## config.mk

```make
export PLATFORM = sky130hd
export DESIGN_NAME = release_memory
export DESIGN_NICKNAME = d
export VERILOG_FILES = /design/src/rtl/release_memory.sv
export SDC_FILE = /design/constraint.sdc
export NUM_CORES = 1
export LEC_CHECK = 0
export ABC_AREA = 1
export BUFFER_PORTS_ARGS = -buffer_cell sky130_fd_sc_hd__buf_2
export CAP_MARGIN = 20
export CORE_MARGIN = 2
export CORE_UTILIZATION = 40
export DETAILED_ROUTE_END_ITERATION = 6
export GPL_TIMING_DRIVEN = 0
export MAX_ROUTING_LAYER = met4
export PLACE_DENSITY = 0.66
export RECOVER_POWER = 50
export SYNTH_ARGS = -nofsm -noshare
export SYNTH_HDL_FRONTEND = slang
export SYNTH_SLANG_ARGS = --single-unit
export TNS_END_PERCENT = 10
```

## constraint.sdc

```tcl
create_clock -name clock -period 2.55 [get_ports clock]
set_clock_uncertainty 0.2 [all_clocks]
set_input_delay 0.3825 -clock clock [delete_from_list [all_inputs] [get_ports clock]]
set_output_delay 0.3825 -clock clock [all_outputs]
set_load 0.1 [all_outputs]
```

## src/rtl/release_memory.sv

```systemverilog
// release_memory: frees a 32-word block by clearing the used bit in its header word.
// Optional RELEASE_MEMORY_SCRUB_EN also zeroes the block payload after the header write.
module release_memory #(
  parameter int ADDR_WIDTH  = 10,
  parameter int DATA_WIDTH  = 32,
  parameter int BLOCK_WORDS = 32,
  parameter int USED_BIT    = 31
) (
  input  logic                  clock,
  input  logic                  resetn,
  input  logic                  free_req,
  input  logic [ADDR_WIDTH-1:0] free_addr,
  output logic                  busy,
  output logic                  done,
  output logic [1:0]            err,
  output logic [15:0]           free_count,
  output logic [ADDR_WIDTH-1:0] mem_address,
  output logic [DATA_WIDTH-1:0] mem_data,
  output logic                  mem_wren,
  input  logic [DATA_WIDTH-1:0] mem_q
);
  localparam int OW = $clog2(BLOCK_WORDS);
`ifdef RELEASE_MEMORY_SCRUB_EN
  typedef enum logic [2:0] {IDLE, READ, WAIT, CHECK, WRITE, SCRUB, DONE} state_t;
`else
  typedef enum logic [2:0] {IDLE, READ, WAIT, CHECK, WRITE, DONE} state_t;
`endif
  state_t                state_q, state_d;
  logic [ADDR_WIDTH-1:0] addr_q, addr_d;
  logic [DATA_WIDTH-1:0] data_q, data_d;
  logic [1:0]            err_q, err_d;
  logic [15:0]           free_count_q;
  logic                  bad_addr;
`ifdef RELEASE_MEMORY_SCRUB_EN
  logic [OW-1:0]         cnt_q, cnt_d;
`endif
  assign bad_addr   = (addr_q == '0) || (addr_q[OW-1:0] != '0);
  assign busy       = state_q != IDLE;
  assign done       = state_q == DONE;
  assign err        = err_q;
  assign free_count = free_count_q;
  // State, latched request and captured header; reset aborts any free in flight.
  always_ff @(posedge clock or negedge resetn) begin
    if (!resetn) begin
      state_q      <= IDLE;
      addr_q       <= '0;
      data_q       <= '0;
      err_q        <= 2'b00;
      free_count_q <= '0;
`ifdef RELEASE_MEMORY_SCRUB_EN
      cnt_q        <= '0;
`endif
    end else begin
      state_q      <= state_d;
      addr_q       <= addr_d;
      data_q       <= data_d;
      err_q        <= err_d;
      free_count_q <= (done && err_q == 2'b00 && free_count_q != 16'hFFFF) ? free_count_q + 16'd1 : free_count_q;
`ifdef RELEASE_MEMORY_SCRUB_EN
      cnt_q        <= cnt_d;
`endif
    end
  end
  // Next state and RAM port drive; the address check happens in READ so a bad request never touches RAM.
  always_comb begin
    state_d     = state_q;
    addr_d      = addr_q;
    data_d      = data_q;
    err_d       = err_q;
    mem_address = '0;
    mem_data    = '0;
    mem_wren    = 1'b0;
`ifdef RELEASE_MEMORY_SCRUB_EN
    cnt_d       = cnt_q;
`endif
    case (state_q)
      IDLE: if (free_req) begin
        addr_d  = free_addr;
        err_d   = 2'b00;
        state_d = READ;
      end
      READ: begin
        mem_address = bad_addr ? '0 : addr_q;
        err_d       = bad_addr ? 2'b10 : 2'b00;
        state_d     = bad_addr ? DONE : WAIT;
      end
      WAIT: begin
        mem_address = addr_q;
        state_d     = CHECK;
      end
      CHECK: begin
        mem_address      = addr_q;
        data_d           = mem_q;
        data_d[USED_BIT] = 1'b0;
        err_d            = mem_q[USED_BIT] ? 2'b00 : 2'b01;
        state_d          = mem_q[USED_BIT] ? WRITE : DONE;
      end
      WRITE: begin
        mem_address = addr_q;
        mem_data    = data_q;
        mem_wren    = 1'b1;
`ifdef RELEASE_MEMORY_SCRUB_EN
        cnt_d       = OW'(1);
        state_d     = SCRUB;
`else
        state_d     = DONE;
`endif
      end
`ifdef RELEASE_MEMORY_SCRUB_EN
      SCRUB: begin
        mem_address = addr_q | ADDR_WIDTH'(cnt_q);
        mem_wren    = 1'b1;
        cnt_d       = cnt_q + OW'(1);
        state_d     = (cnt_q == '1) ? DONE : SCRUB;
      end
`endif
      DONE:    state_d = IDLE;
      default: state_d = IDLE;
    endcase
  end
endmodule

```

==> flow_results.xml, run 1 <==
<?xml version="1.0" encoding="UTF-8"?>
<metrics>
  <group name="critical_path">
    <metric name="crit_path_end_kind" unit="">output pin</metric>
    <metric name="regToRegStartpoint" unit="">free_count[0]</metric>
    <metric name="crit_path_cell_trace" unit="">inv_4 &gt; nand2_2 &gt; nor2_4 &gt; nand3_2 &gt; nand2_2 &gt; clkinvlp_4 &gt; nor2_4 &gt; buf_12</metric>
    <metric name="slowest_stage" unit="">dfrtp_2</metric>
    <metric name="r2r_cells" unit="">8</metric>
    <metric name="timing.critical_path.max_delay_family" unit="">simple AND/OR/NAND/NOR gates</metric>
    <metric name="critical_path.startpoint_type" unit="">flop</metric>
    <metric name="worst_path_max_fanout" unit="">5</metric>
    <metric name="timing.critical_path.slowest_cell_delay" unit="ns">0.44</metric>
    <metric name="cp.required" unit="ns">1.97</metric>
    <metric name="critical_path_depth" unit="">8</metric>
    <metric name="timing_worst_setup_path_type" unit="">flop to output pin</metric>
    <metric name="cp_num_buf_inv" unit="">3</metric>
    <metric name="timing.critical_path.from" unit="">state_q[2]</metric>
    <metric name="cp.arrival" unit="ns">1.91</metric>
  </group>
  <group name="clock_tree">
    <metric name="cts_tree" unit="">yes</metric>
    <metric name="cts_root_buf" unit="">clkbuf_8</metric>
    <metric name="clk_latency" unit="ns">0.34</metric>
    <metric name="number_of_buffers_created_by_cts" unit="">9</metric>
    <metric name="clock-sinks" unit="">62</metric>
    <metric name="worst_setup_hold_path_clk_slew" unit="ns">0.07</metric>
    <metric name="htree_num_levels" unit="">3</metric>
    <metric name="ctsLongestPathBuffers" unit="">2</metric>
  </group>
  <group name="layout">
    <metric name="final_nets" unit="">578</metric>
    <metric name="final_area" unit="µm²">4507</metric>
    <metric name="layout-drive-gt1-share" unit="%">36.33</metric>
    <metric name="area_delta_synth_final" unit="%">46.72</metric>
    <metric name="antenna_cells" unit="">0</metric>
  </group>
  <group name="placement">
    <metric name="gp_congestion" unit="">0.9008</metric>
    <metric name="detailed_place_hpwl" unit="mm">5.599</metric>
    <metric name="buffer_ports.inserted" unit="">106</metric>
    <metric name="postPlaceCellArea" unit="µm²">4031</metric>
  </group>
  <group name="synthesis">
    <metric name="post_synth_instance_area" unit="µm²">3072</metric>
    <metric name="postSynthNetCount" unit="">454</metric>
    <metric name="yosysUniqueCellTypes" unit="">24</metric>
    <metric name="commonest_register_cell_after_synthesis" unit="">dfrtp_1</metric>
    <metric name="synth.avg_cell_area" unit="µm²">7.529</metric>
    <metric name="synth_top_cell_area_share" unit="%">50.51</metric>
    <metric name="post_synth_inst_count" unit="">408</metric>
    <metric name="synth_top_cells_by_count" unit="">nand2_1, nor2_1, dfrtp_1, inv_1, o21ai_0</metric>
    <metric name="netlist_top_cells_area" unit="">dfrtp_1, nand2_1, nor2_1, inv_1, o21ai_0</metric>
    <metric name="post-synth-top-count-cell" unit="">nand2_1</metric>
    <metric name="ys_ff_latch" unit="">62</metric>
    <metric name="number_of_flops_mapped_to_enable_cells_by_yosys" unit="">0</metric>
    <metric name="ys_seq_area_share" unit="%">50.51</metric>
    <metric name="synth-async-reset-ratio" unit="%">100.0</metric>
    <metric name="post-synth-top-area-cell" unit="">dfrtp_1</metric>
    <metric name="yosys_warnings" unit="">0</metric>
  </group>
  <group name="global_route">
    <metric name="first_global_vias" unit="">2973</metric>
    <metric name="grt_overflow" unit="">0</metric>
    <metric name="global_route.usage.total" unit="%">20.92</metric>
    <metric name="antenna_found_initial" unit="">0</metric>
    <metric name="grt_pass1_wl" unit="mm">13.86</metric>
    <metric name="largest_net_degree_at_the_start_of_global_routing" unit="">63</metric>
  </group>
  <group name="timing">
    <metric name="max_clock_freq" unit="MHz">400.9</metric>
    <metric name="final_min_period_over_clock_period" unit="%">97.82</metric>
    <metric name="hold_viol_final" unit="">0</metric>
    <metric name="worst-slew-pin-transition" unit="ns">0.7910</metric>
    <metric name="finalWorstPathRequiredPeriod" unit="ns">2.495</metric>
    <metric name="final_max_slew_viol_count" unit="">0</metric>
    <metric name="slew-limit-headroom" unit="%">47.27</metric>
    <metric name="setup_viol" unit="">0</metric>
    <metric name="finalSetupTns" unit="ns">0</metric>
    <metric name="rsz0062_at_grt" unit="">yes</metric>
  </group>
  <group name="floorplan">
    <metric name="dieHeight" unit="µm">91.63</metric>
    <metric name="initial_utilization" unit="%">41.90</metric>
    <metric name="die_w" unit="µm">91.63</metric>
    <metric name="std_cell_rows" unit="">31</metric>
    <metric name="ioPinCount" unit="">108</metric>
    <metric name="core_area" unit="µm²">7331</metric>
    <metric name="die_area" unit="µm²">8396</metric>
  </group>
  <group name="detailed_routing">
    <metric name="post-route-drc-count" unit="">2</metric>
    <metric name="drt-total-wl" unit="mm">8.160</metric>
    <metric name="vias" unit="">3023</metric>
    <metric name="drtIter0Drc" unit="">113</metric>
    <metric name="detailed_routing_iteration_count_for_the_pre_antenna_repair_pass" unit="">7</metric>
    <metric name="detail-route-antenna-nets" unit="">0</metric>
    <metric name="route.detailed.wl_per_inst" unit="µm">12.89</metric>
    <metric name="routed_via_density" unit="">4.776</metric>
  </group>
  <group name="run">
    <metric name="drv.max_cap_violation_count" unit="">0</metric>
  </group>
  <group name="hold_path">
    <metric name="hold_class" unit="">primary input to flop</metric>
    <metric name="hold_path_startpoint" unit="">mem_q[1]</metric>
    <metric name="whs_path_depth" unit="">3</metric>
  </group>
  <group name="run_status">
    <metric name="failed_checks" unit="">DRC</metric>
    <metric name="run_status" unit="">finished, violations left</metric>
  </group>
</metrics>
==> cells in the final DEF (no fill, tap or decap), types with 2 or more instances in the layout <==
cell,Yosys,final
buf_4,2,21
clkbuf_1,10,7
nand3_1,27,26
nor2_2,0,8
xor2_1,2,2
clkbuf_8,0,12
dfrtp_1,62,59
nand2_1,98,96
clkinv_2,0,2
buf_8,0,2
nand2_4,3,3
nor2_4,0,37
nand4_1,6,6
dfrtp_2,0,3
inv_1,58,55
nand2_2,0,2
nand3_2,1,2
o21ai_0,36,36
xnor2_1,4,4
nor2_1,75,30
buf_6,1,21
buf_12,0,3
a21oi_1,13,12
buf_2,2,72
==> registers in the layout, indices dropped and copies added, names as in the netlist <==
signal,count
data_q,31
free_count,16
addr_q,10
state_q,3
err,2
==> worst register-to-register path, cell delays in order, from the launching register on <==
cell and delay, ns:
dfrtp_1 0.41, ha_1 0.27, nand3_1 0.16, nand3b_1 0.24, nand2_4 0.14, nand2_4 0.08, buf_6 0.14, nand2_1 0.07
nand2_1 0.05
==> kinds of logic after synthesis <==
group / after synthesis / share of synthesized area (%)
other: 1 / 0.1221
XOR/XNOR: 6 / 1.711
flip-flops: 62 / 50.51
buffers and inverters: 74 / 9.613
adder cells (fa/ha/maj): 1 / 0.4073
AND/OR/NAND/NOR: 213 / 29.12
AO/OA/AOI/OAI: 51 / 8.513
==> what timing repair did <==
action | 4_1_cts | 5_1_grt
hold endpoints to repair | 62 | 0
buffers inserted | 0 | 6
hold buffers | 1 | 0
gates resized for setup | 60 | 26
pin swaps | 0 | 5
setup endpoints to repair | 35 | 35
==> metrics by stage <==
stage          hold slack, ns  setup WS, ns  utilization, %  std cells
4_1_cts               0.03999      -0.02209           59.77        627
2_1_floorplan         -0.1131       -0.2433               -        408
3_3_place_gp           0.3213       0.01792           54.96        613
6_report              0.04269       0.05547           61.48        633
3_5_place_dp           0.3234      -0.04833           54.99        613
5_1_grt               0.04076      -0.04017           61.48        633
==> per-layer routing <==
metal  part of all wire (%)  global-route usage [%]  routed length [µm]  vias up
met5                      0                       -                   0        -
met4                   0.87                   5.303                  71        0
met3                    7.4                   6.327                 603        8
met2                     47                   32.66                3873      112
met1                     44                   26.74                3611     1396
li1                       -                       -                   -     1507
==> layout make-up <==
| cell class | count | area [µm²] |
|---|---|---|
| multi-input cells | 272 | 1544 |
| repair buffers | 113 | 803.3 |
| plain buffers | 15 | 91.34 |
| flip-flops and latches | 62 | 1555 |
| clock buffers | 11 | 151.4 |
| fillers | 651 | 2824 |
| clock inverters | 2 | 10.01 |
| inverters | 59 | 227.7 |
| well taps | 99 | 123.9 |
==> worst paths after layout <==
path / slack, ns / endpoint
max: 0.06 / mem_address[7]
min: 0.04 / data_q[1]
max reg2reg: 0.70 / free_count[6]
min reg2reg: 0.35 / addr_q[2]
max in group asynchronous: 1.12 / state_q[0]
min in group asynchronous: 0.47 / data_q[26]
Power of run 1 is not shown: default switching activity piles up to over one toggle a cycle in this logic, so the estimate is an artifact.
==> inputs of run 2 (changes only) <==
--- a/config.mk
+++ b/config.mk
@@ -9,11 +9,11 @@
 export BUFFER_PORTS_ARGS = -buffer_cell sky130_fd_sc_hd__buf_2
 export CAP_MARGIN = 20
 export CORE_MARGIN = 2
-export CORE_UTILIZATION = 40
+export CORE_UTILIZATION = 50
 export DETAILED_ROUTE_END_ITERATION = 6
 export GPL_TIMING_DRIVEN = 0
 export MAX_ROUTING_LAYER = met4
-export PLACE_DENSITY = 0.66
+export PLACE_DENSITY = 0.8
 export RECOVER_POWER = 50
 export SYNTH_ARGS = -nofsm -noshare
 export SYNTH_HDL_FRONTEND = slang
==> flow_results.xml, run 2 (same netlist as run 1, synthesis figures left out) <==
<?xml version="1.0" encoding="UTF-8"?>
<metrics>
  <group name="critical_path">
    <metric name="cp.arrival" unit="ns">1.90</metric>
    <metric name="r2r_cells" unit="">8</metric>
    <metric name="regToRegSetupSlack" unit="ns">0.67</metric>
    <metric name="regToRegEndpoint" unit="">free_count[11]</metric>
    <metric name="crit_path_end_kind" unit="">output pin</metric>
    <metric name="critical_path.startpoint_type" unit="">flop</metric>
    <metric name="cp.required" unit="ns">1.97</metric>
    <metric name="timing_worst_setup_path_type" unit="">flop to output pin</metric>
    <metric name="worst_path_max_fanout" unit="">6</metric>
    <metric name="regToRegStartpoint" unit="">free_count[0]</metric>
  </group>
  <group name="placement">
    <metric name="postPlaceCellArea" unit="µm²">4019</metric>
    <metric name="buffer_ports.inserted" unit="">106</metric>
    <metric name="gp_congestion" unit="">0.8391</metric>
    <metric name="pre_cts_slack" unit="ns">-0.02025</metric>
    <metric name="detailed_place_hpwl" unit="mm">5.803</metric>
    <metric name="placedCellCount" unit="">590</metric>
  </group>
  <group name="clock_tree">
    <metric name="ctsLongestPathBuffers" unit="">2</metric>
    <metric name="cts_tree" unit="">yes</metric>
    <metric name="cts_root_buf" unit="">clkbuf_8</metric>
    <metric name="clock-sinks" unit="">62</metric>
    <metric name="htree_num_levels" unit="">3</metric>
    <metric name="number_of_buffers_created_by_cts" unit="">9</metric>
    <metric name="clk_latency" unit="ns">0.34</metric>
    <metric name="worst_setup_hold_path_clk_slew" unit="ns">0.07</metric>
  </group>
  <group name="layout">
    <metric name="final_nets" unit="">577</metric>
    <metric name="final_area" unit="µm²">4501</metric>
    <metric name="layout-drive-gt1-share" unit="%">35.63</metric>
    <metric name="regMostFlops" unit="">data_q</metric>
    <metric name="area_delta_synth_final" unit="%">46.52</metric>
    <metric name="mostFrequentLayoutCells" unit="">nand2_1, buf_2, dfrtp_1</metric>
    <metric name="number_of_flip_flops_under_the_largest_register_name" unit="">31</metric>
    <metric name="fillCellCount" unit="">445</metric>
    <metric name="layout_commonest_cell" unit="">nand2_1</metric>
    <metric name="antenna_cells" unit="">0</metric>
    <metric name="layoutNonFillerInstCount" unit="">611</metric>
  </group>
  <group name="hold_path">
    <metric name="hold_path_startpoint" unit="">mem_q[24]</metric>
    <metric name="hold_class" unit="">primary input to flop</metric>
    <metric name="whs_path_depth" unit="">3</metric>
    <metric name="holdPathEnd" unit="">data_q[24]</metric>
  </group>
  <group name="run">
    <metric name="drv.max_cap_violation_count" unit="">0</metric>
  </group>
  <group name="floorplan">
    <metric name="die_w" unit="µm">82.38</metric>
    <metric name="initial_utilization" unit="%">51.88</metric>
    <metric name="die_area" unit="µm²">6786</metric>
    <metric name="ioPinCount" unit="">108</metric>
    <metric name="std_cell_rows" unit="">28</metric>
    <metric name="dieHeight" unit="µm">82.38</metric>
    <metric name="core_area" unit="µm²">5921</metric>
  </group>
  <group name="global_route">
    <metric name="antenna_found_initial" unit="">0</metric>
    <metric name="first_global_vias" unit="">3063</metric>
    <metric name="global_route.usage.total" unit="%">27.16</metric>
    <metric name="grt_pass1_wl" unit="mm">13.56</metric>
    <metric name="grt_overflow" unit="">0</metric>
    <metric name="largest_net_degree_at_the_start_of_global_routing" unit="">34</metric>
  </group>
  <group name="detailed_routing">
    <metric name="drt-total-wl" unit="mm">8.385</metric>
    <metric name="detailed_routing_iteration_count_for_the_pre_antenna_repair_pass" unit="">6</metric>
    <metric name="post-route-drc-count" unit="">0</metric>
    <metric name="drtIter0Drc" unit="">195</metric>
    <metric name="routed_via_density" unit="">5.121</metric>
    <metric name="vias" unit="">3129</metric>
    <metric name="route.detailed.wl_per_inst" unit="µm">13.72</metric>
    <metric name="detail-route-antenna-nets" unit="">0</metric>
  </group>
  <group name="timing">
    <metric name="final_max_slew_viol_count" unit="">0</metric>
    <metric name="worst-slew-pin-transition" unit="ns">0.7718</metric>
    <metric name="final_min_period_over_clock_period" unit="%">97.27</metric>
    <metric name="setup_viol" unit="">0</metric>
    <metric name="finalWorstPathRequiredPeriod" unit="ns">2.480</metric>
    <metric name="hold_viol_final" unit="">0</metric>
    <metric name="slew-limit-headroom" unit="%">48.55</metric>
    <metric name="final_critical_path_setup_slack" unit="ns">0.06958</metric>
    <metric name="max_clock_freq" unit="MHz">403.2</metric>
  </group>
  <group name="run_status">
    <metric name="run_status" unit="">finished clean</metric>
  </group>
</metrics>
## run 2: final cells by class
type	count	area, µm²	share of cell area [%]
Timing Repair Buffer	112	819.5	18.21
Multi-Input combinational cell	272	1529	33.97
Tap cell	75	93.84	2.085
Inverter	59	225.2	5.004
Clock buffer	13	168.9	3.753
Buffer	15	91.34	2.029
Clock inverter	3	17.52	0.3892
Sequential cell	62	1555	34.56
## run 2: worst max-delay path by stage
stage / startpoint / end / slack, ns / cells after the start
2_1_floorplan: state_q[1] / mem_address[0] / -0.24 / 5
3_3_place_gp: state_q[1] / mem_address[8] / 0.04 / 8
3_5_place_dp: state_q[0] / mem_address[8] / -0.02 / 8
4_1_cts: state_q[1] / mem_data[28] / 0.0002 / 7
5_1_grt: state_q[2] / mem_address[7] / -0.04 / 8
6_report: state_q[2] / mem_address[7] / 0.07 / 8
## run 2: worst max-delay path, stage by stage (launching register included)
cell and delay, ns:
dfrtp_2 0.41, inv_2 0.06, buf_4 0.15, nor2_4 0.14, a21oi_4 0.08, nand2_2 0.10, clkinvlp_4 0.22, nor2_4 0.20
buf_12 0.18
## run 2: timing repair
item,4_1_cts,5_1_grt
hold buffers,1,0
endpoints found under the hold margin,32,0
endpoints found under the setup margin,35,35
pin swaps,0,3
gates resized for setup,66,17
setup buffers,0,4
## run 2: routing by layer
layer,vias up,GRT usage (%),wire (µm)
met5,-,-,0
met3,12,8.261,574
met2,116,45.00,4331
met4,0,6.500,87
met1,1491,32.54,3391
li1,1510,-,-
## run 2: stage by stage
step	TNS [ns]	utilization, %	hold WS, ns
2_1_floorplan	-6.440	-	-0.1131
3_3_place_gp	0	67.54	0.3176
3_5_place_dp	-0.07061	67.88	0.3014
4_1_cts	0	74.62	0.04214
5_1_grt	-0.1782	76.01	0.05413
6_report	0	76.01	0.05352
Power of run 2 is left out for the same reason.
==> inputs of run 3 (changes only) <==
--- a/config.mk
+++ b/config.mk
@@ -8,7 +8,7 @@
 export ABC_AREA = 1
 export BUFFER_PORTS_ARGS = -buffer_cell sky130_fd_sc_hd__buf_2
 export CAP_MARGIN = 20
-export CORE_MARGIN = 2
+export CORE_MARGIN = 1
 export CORE_UTILIZATION = 50
 export DETAILED_ROUTE_END_ITERATION = 6
 export GPL_TIMING_DRIVEN = 0
==> constraint.sdc (replaced) <==
create_clock -name clock -period 2.55 [get_ports clock]
set_clock_uncertainty 0.2 [all_clocks]
set_input_delay 0.1275 -clock clock [delete_from_list [all_inputs] [get_ports clock]]
set_output_delay 0.1275 -clock clock [all_outputs]
set_load 0.1 [all_outputs]
==> flow_results.xml, run 3 (same netlist as run 1, synthesis figures left out) <==
<?xml version="1.0" encoding="UTF-8"?>
<metrics>
  <group name="global_route">
    <metric name="global_route.usage.met1" unit="%">37.14</metric>
    <metric name="first_global_vias" unit="">3374</metric>
    <metric name="grt.busiest_layer" unit="">met2</metric>
    <metric name="largest_net_degree_at_the_start_of_global_routing" unit="">37</metric>
    <metric name="grt_overflow" unit="">0</metric>
    <metric name="globalRouteMet3Util" unit="%">7.614</metric>
    <metric name="antenna_found_initial" unit="">0</metric>
    <metric name="global_route.usage.total" unit="%">32.28</metric>
    <metric name="use_met2" unit="%">54.75</metric>
    <metric name="grt_pass1_wl" unit="mm">15.28</metric>
  </group>
  <group name="placement">
    <metric name="detailed_place_hpwl" unit="mm">5.675</metric>
    <metric name="buffer_ports.inserted" unit="">106</metric>
    <metric name="placedCellCount" unit="">592</metric>
    <metric name="gp_congestion" unit="">0.8606</metric>
  </group>
  <group name="clock_tree">
    <metric name="number_of_buffers_created_by_cts" unit="">9</metric>
    <metric name="clock-sinks" unit="">62</metric>
    <metric name="clk_latency" unit="ns">0.33</metric>
    <metric name="cts_root_buf" unit="">clkbuf_8</metric>
    <metric name="htree_num_levels" unit="">3</metric>
    <metric name="cts_setup_buffers" unit="">0</metric>
    <metric name="ctsLongestPathBuffers" unit="">2</metric>
    <metric name="cts_tree" unit="">yes</metric>
    <metric name="worst_setup_hold_path_clk_slew" unit="ns">0.07</metric>
  </group>
  <group name="floorplan">
    <metric name="core_area" unit="µm²">5921</metric>
    <metric name="die_area" unit="µm²">6461</metric>
    <metric name="initial_utilization" unit="%">51.88</metric>
    <metric name="std_cell_rows" unit="">28</metric>
    <metric name="die_w" unit="µm">80.38</metric>
    <metric name="dieHeight" unit="µm">80.38</metric>
    <metric name="ioPinCount" unit="">108</metric>
  </group>
  <group name="detailed_routing">
    <metric name="route.detailed.wl_per_inst" unit="µm">14.76</metric>
    <metric name="drt-total-wl" unit="mm">9.651</metric>
    <metric name="detailed_routing_iteration_count_for_the_pre_antenna_repair_pass" unit="">4</metric>
    <metric name="post-route-drc-count" unit="">0</metric>
    <metric name="detail-route-antenna-nets" unit="">0</metric>
    <metric name="routed_via_density" unit="">5.153</metric>
    <metric name="vias" unit="">3370</metric>
    <metric name="drtIter0Drc" unit="">209</metric>
  </group>
  <group name="run">
    <metric name="drv.max_cap_violation_count" unit="">1</metric>
  </group>
  <group name="timing">
    <metric name="setup_viol" unit="">0</metric>
    <metric name="slew-limit-headroom" unit="%">0.08891</metric>
    <metric name="hold_viol_final" unit="">0</metric>
    <metric name="worst-slew-pin-transition" unit="ns">1.499</metric>
    <metric name="max_clock_freq" unit="MHz">407.9</metric>
    <metric name="rsz0062_at_grt" unit="">no</metric>
    <metric name="finalWorstPathRequiredPeriod" unit="ns">2.451</metric>
    <metric name="final_max_slew_viol_count" unit="">0</metric>
    <metric name="final_min_period_over_clock_period" unit="%">96.14</metric>
  </group>
  <group name="critical_path">
    <metric name="critical_path.startpoint_type" unit="">flop</metric>
    <metric name="regToRegSetupSlack" unit="ns">0.52</metric>
    <metric name="crit_path_end_kind" unit="">output pin</metric>
    <metric name="crit_path_cell_trace" unit="">nor2_1 &gt; inv_1 &gt; nor2_4 &gt; inv_1 &gt; clkbuf_1 &gt; buf_8 &gt; nor2_4 &gt; clkbuf_4</metric>
    <metric name="worst_path_max_fanout" unit="">8</metric>
    <metric name="timing.critical_path.slowest_cell_delay" unit="ns">0.45</metric>
    <metric name="regToRegEndpoint" unit="">addr_q[9]</metric>
    <metric name="regToRegStartpoint" unit="">state_q[1]</metric>
    <metric name="slowest_stage" unit="">dfrtp_1</metric>
    <metric name="r2r_cells" unit="">7</metric>
    <metric name="cp.arrival" unit="ns">2.12</metric>
    <metric name="cp.required" unit="ns">2.22</metric>
    <metric name="timing_worst_setup_path_type" unit="">flop to output pin</metric>
  </group>
  <group name="layout">
    <metric name="sequential_cell_area" unit="µm²">1551</metric>
    <metric name="final_nets" unit="">620</metric>
    <metric name="regMostFlops" unit="">data_q</metric>
    <metric name="layout-drive-gt1-share" unit="%">27.46</metric>
    <metric name="layoutNonFillerInstCount" unit="">654</metric>
    <metric name="layout_commonest_cell" unit="">nand2_1</metric>
    <metric name="multi_input_comb_area" unit="µm²">1489</metric>
    <metric name="area_delta_synth_final" unit="%">53.48</metric>
    <metric name="antenna_cells" unit="">0</metric>
    <metric name="number_of_flip_flops_under_the_largest_register_name" unit="">31</metric>
    <metric name="fillCellCount" unit="">377</metric>
    <metric name="mostFrequentLayoutCells" unit="">nand2_1, buf_2, dfrtp_1</metric>
  </group>
  <group name="hold_path">
    <metric name="holdPathEnd" unit="">data_q[9]</metric>
    <metric name="hold_class" unit="">primary input to flop</metric>
    <metric name="whs_path_depth" unit="">4</metric>
    <metric name="hold_path_startpoint" unit="">mem_q[9]</metric>
  </group>
  <group name="run_status">
    <metric name="run_status" unit="">finished, violations left</metric>
    <metric name="failed_checks" unit="">capacitance limit</metric>
  </group>
</metrics>
[run 3: changes by cell type in the layout (fill, tap and decap cells not counted), moves of 5 or more]
cell	change
buf_6	-21
clkbuf_4	+20
nor2_4	-5
buf_2	-10
clkbuf_1	+22
buf_12	-5
buf_4	-9
dlygate4sd3_1	+45
[run 3: worst max-delay path by stage]
stage | end | slack [ns] | startpoint
2_1_floorplan | mem_address[5] | -0.15 | state_q[1]
3_3_place_gp | mem_data[24] | 0.21 | state_q[2]
3_5_place_dp | mem_address[8] | 0.31 | state_q[0]
4_1_cts | mem_data[17] | -0.03 | state_q[1]
5_1_grt | mem_address[7] | 0.0009 | state_q[2]
6_report | mem_data[2] | 0.1 | state_q[1]
[run 3: area by class of cell]
class | instances | area share (%)
clock inverter | 3 | 0.9023
inverter | 59 | 4.697
timing repair buffer | 155 | 22.96
tap | 75 | 1.990
multi-input combinational | 272 | 31.58
sequential | 62 | 32.91
buffer | 15 | 1.592
clock buffer | 13 | 3.370
[run 3: through the flow]
stage,area (µm²),utilization [%],worst slack (ns),setup TNS (ns),hold slack (ns)
floorplan,3333,-,-0.1476,-3.680,-0.3681
global placement,3958,66.84,0.2130,0,0.1318
detailed placement,4008,67.69,0.3091,0,-0.01266
CTS,4688,79.18,-0.02903,-0.2466,0.1619
global route,4715,79.63,0.0008895,0,0.3438
finish,4715,79.63,0.09854,0,0.3456
[run 3: layer usage]
layer | up-vias | part of all wire (%) | wire (µm)
met5 | - | 0 | 0
met4 | 0 | 2.0 | 190
met3 | 24 | 4.9 | 472
met2 | 135 | 51 | 4948
met1 | 1616 | 42 | 4040
li1 | 1595 | - | -
[run 3: critical path: cells and delay by family (launching register included)]
| kind | cells | cell delay (ns) |
|---|---|---|
| buffers and inverters | 5 | 0.99 |
| DFF | 1 | 0.45 |
| and+or+nand+nor | 3 | 0.36 |
[run 3: timing repair]
| action | in CTS | in global routing |
|---|---|---|
| setup endpoints to repair | 11 | 30 |
| hold buffers | 46 | 0 |
| hold endpoints to repair | 69 | 0 |
| gates resized for setup | 7 | 23 |
Power of run 3 is left out for the same reason.
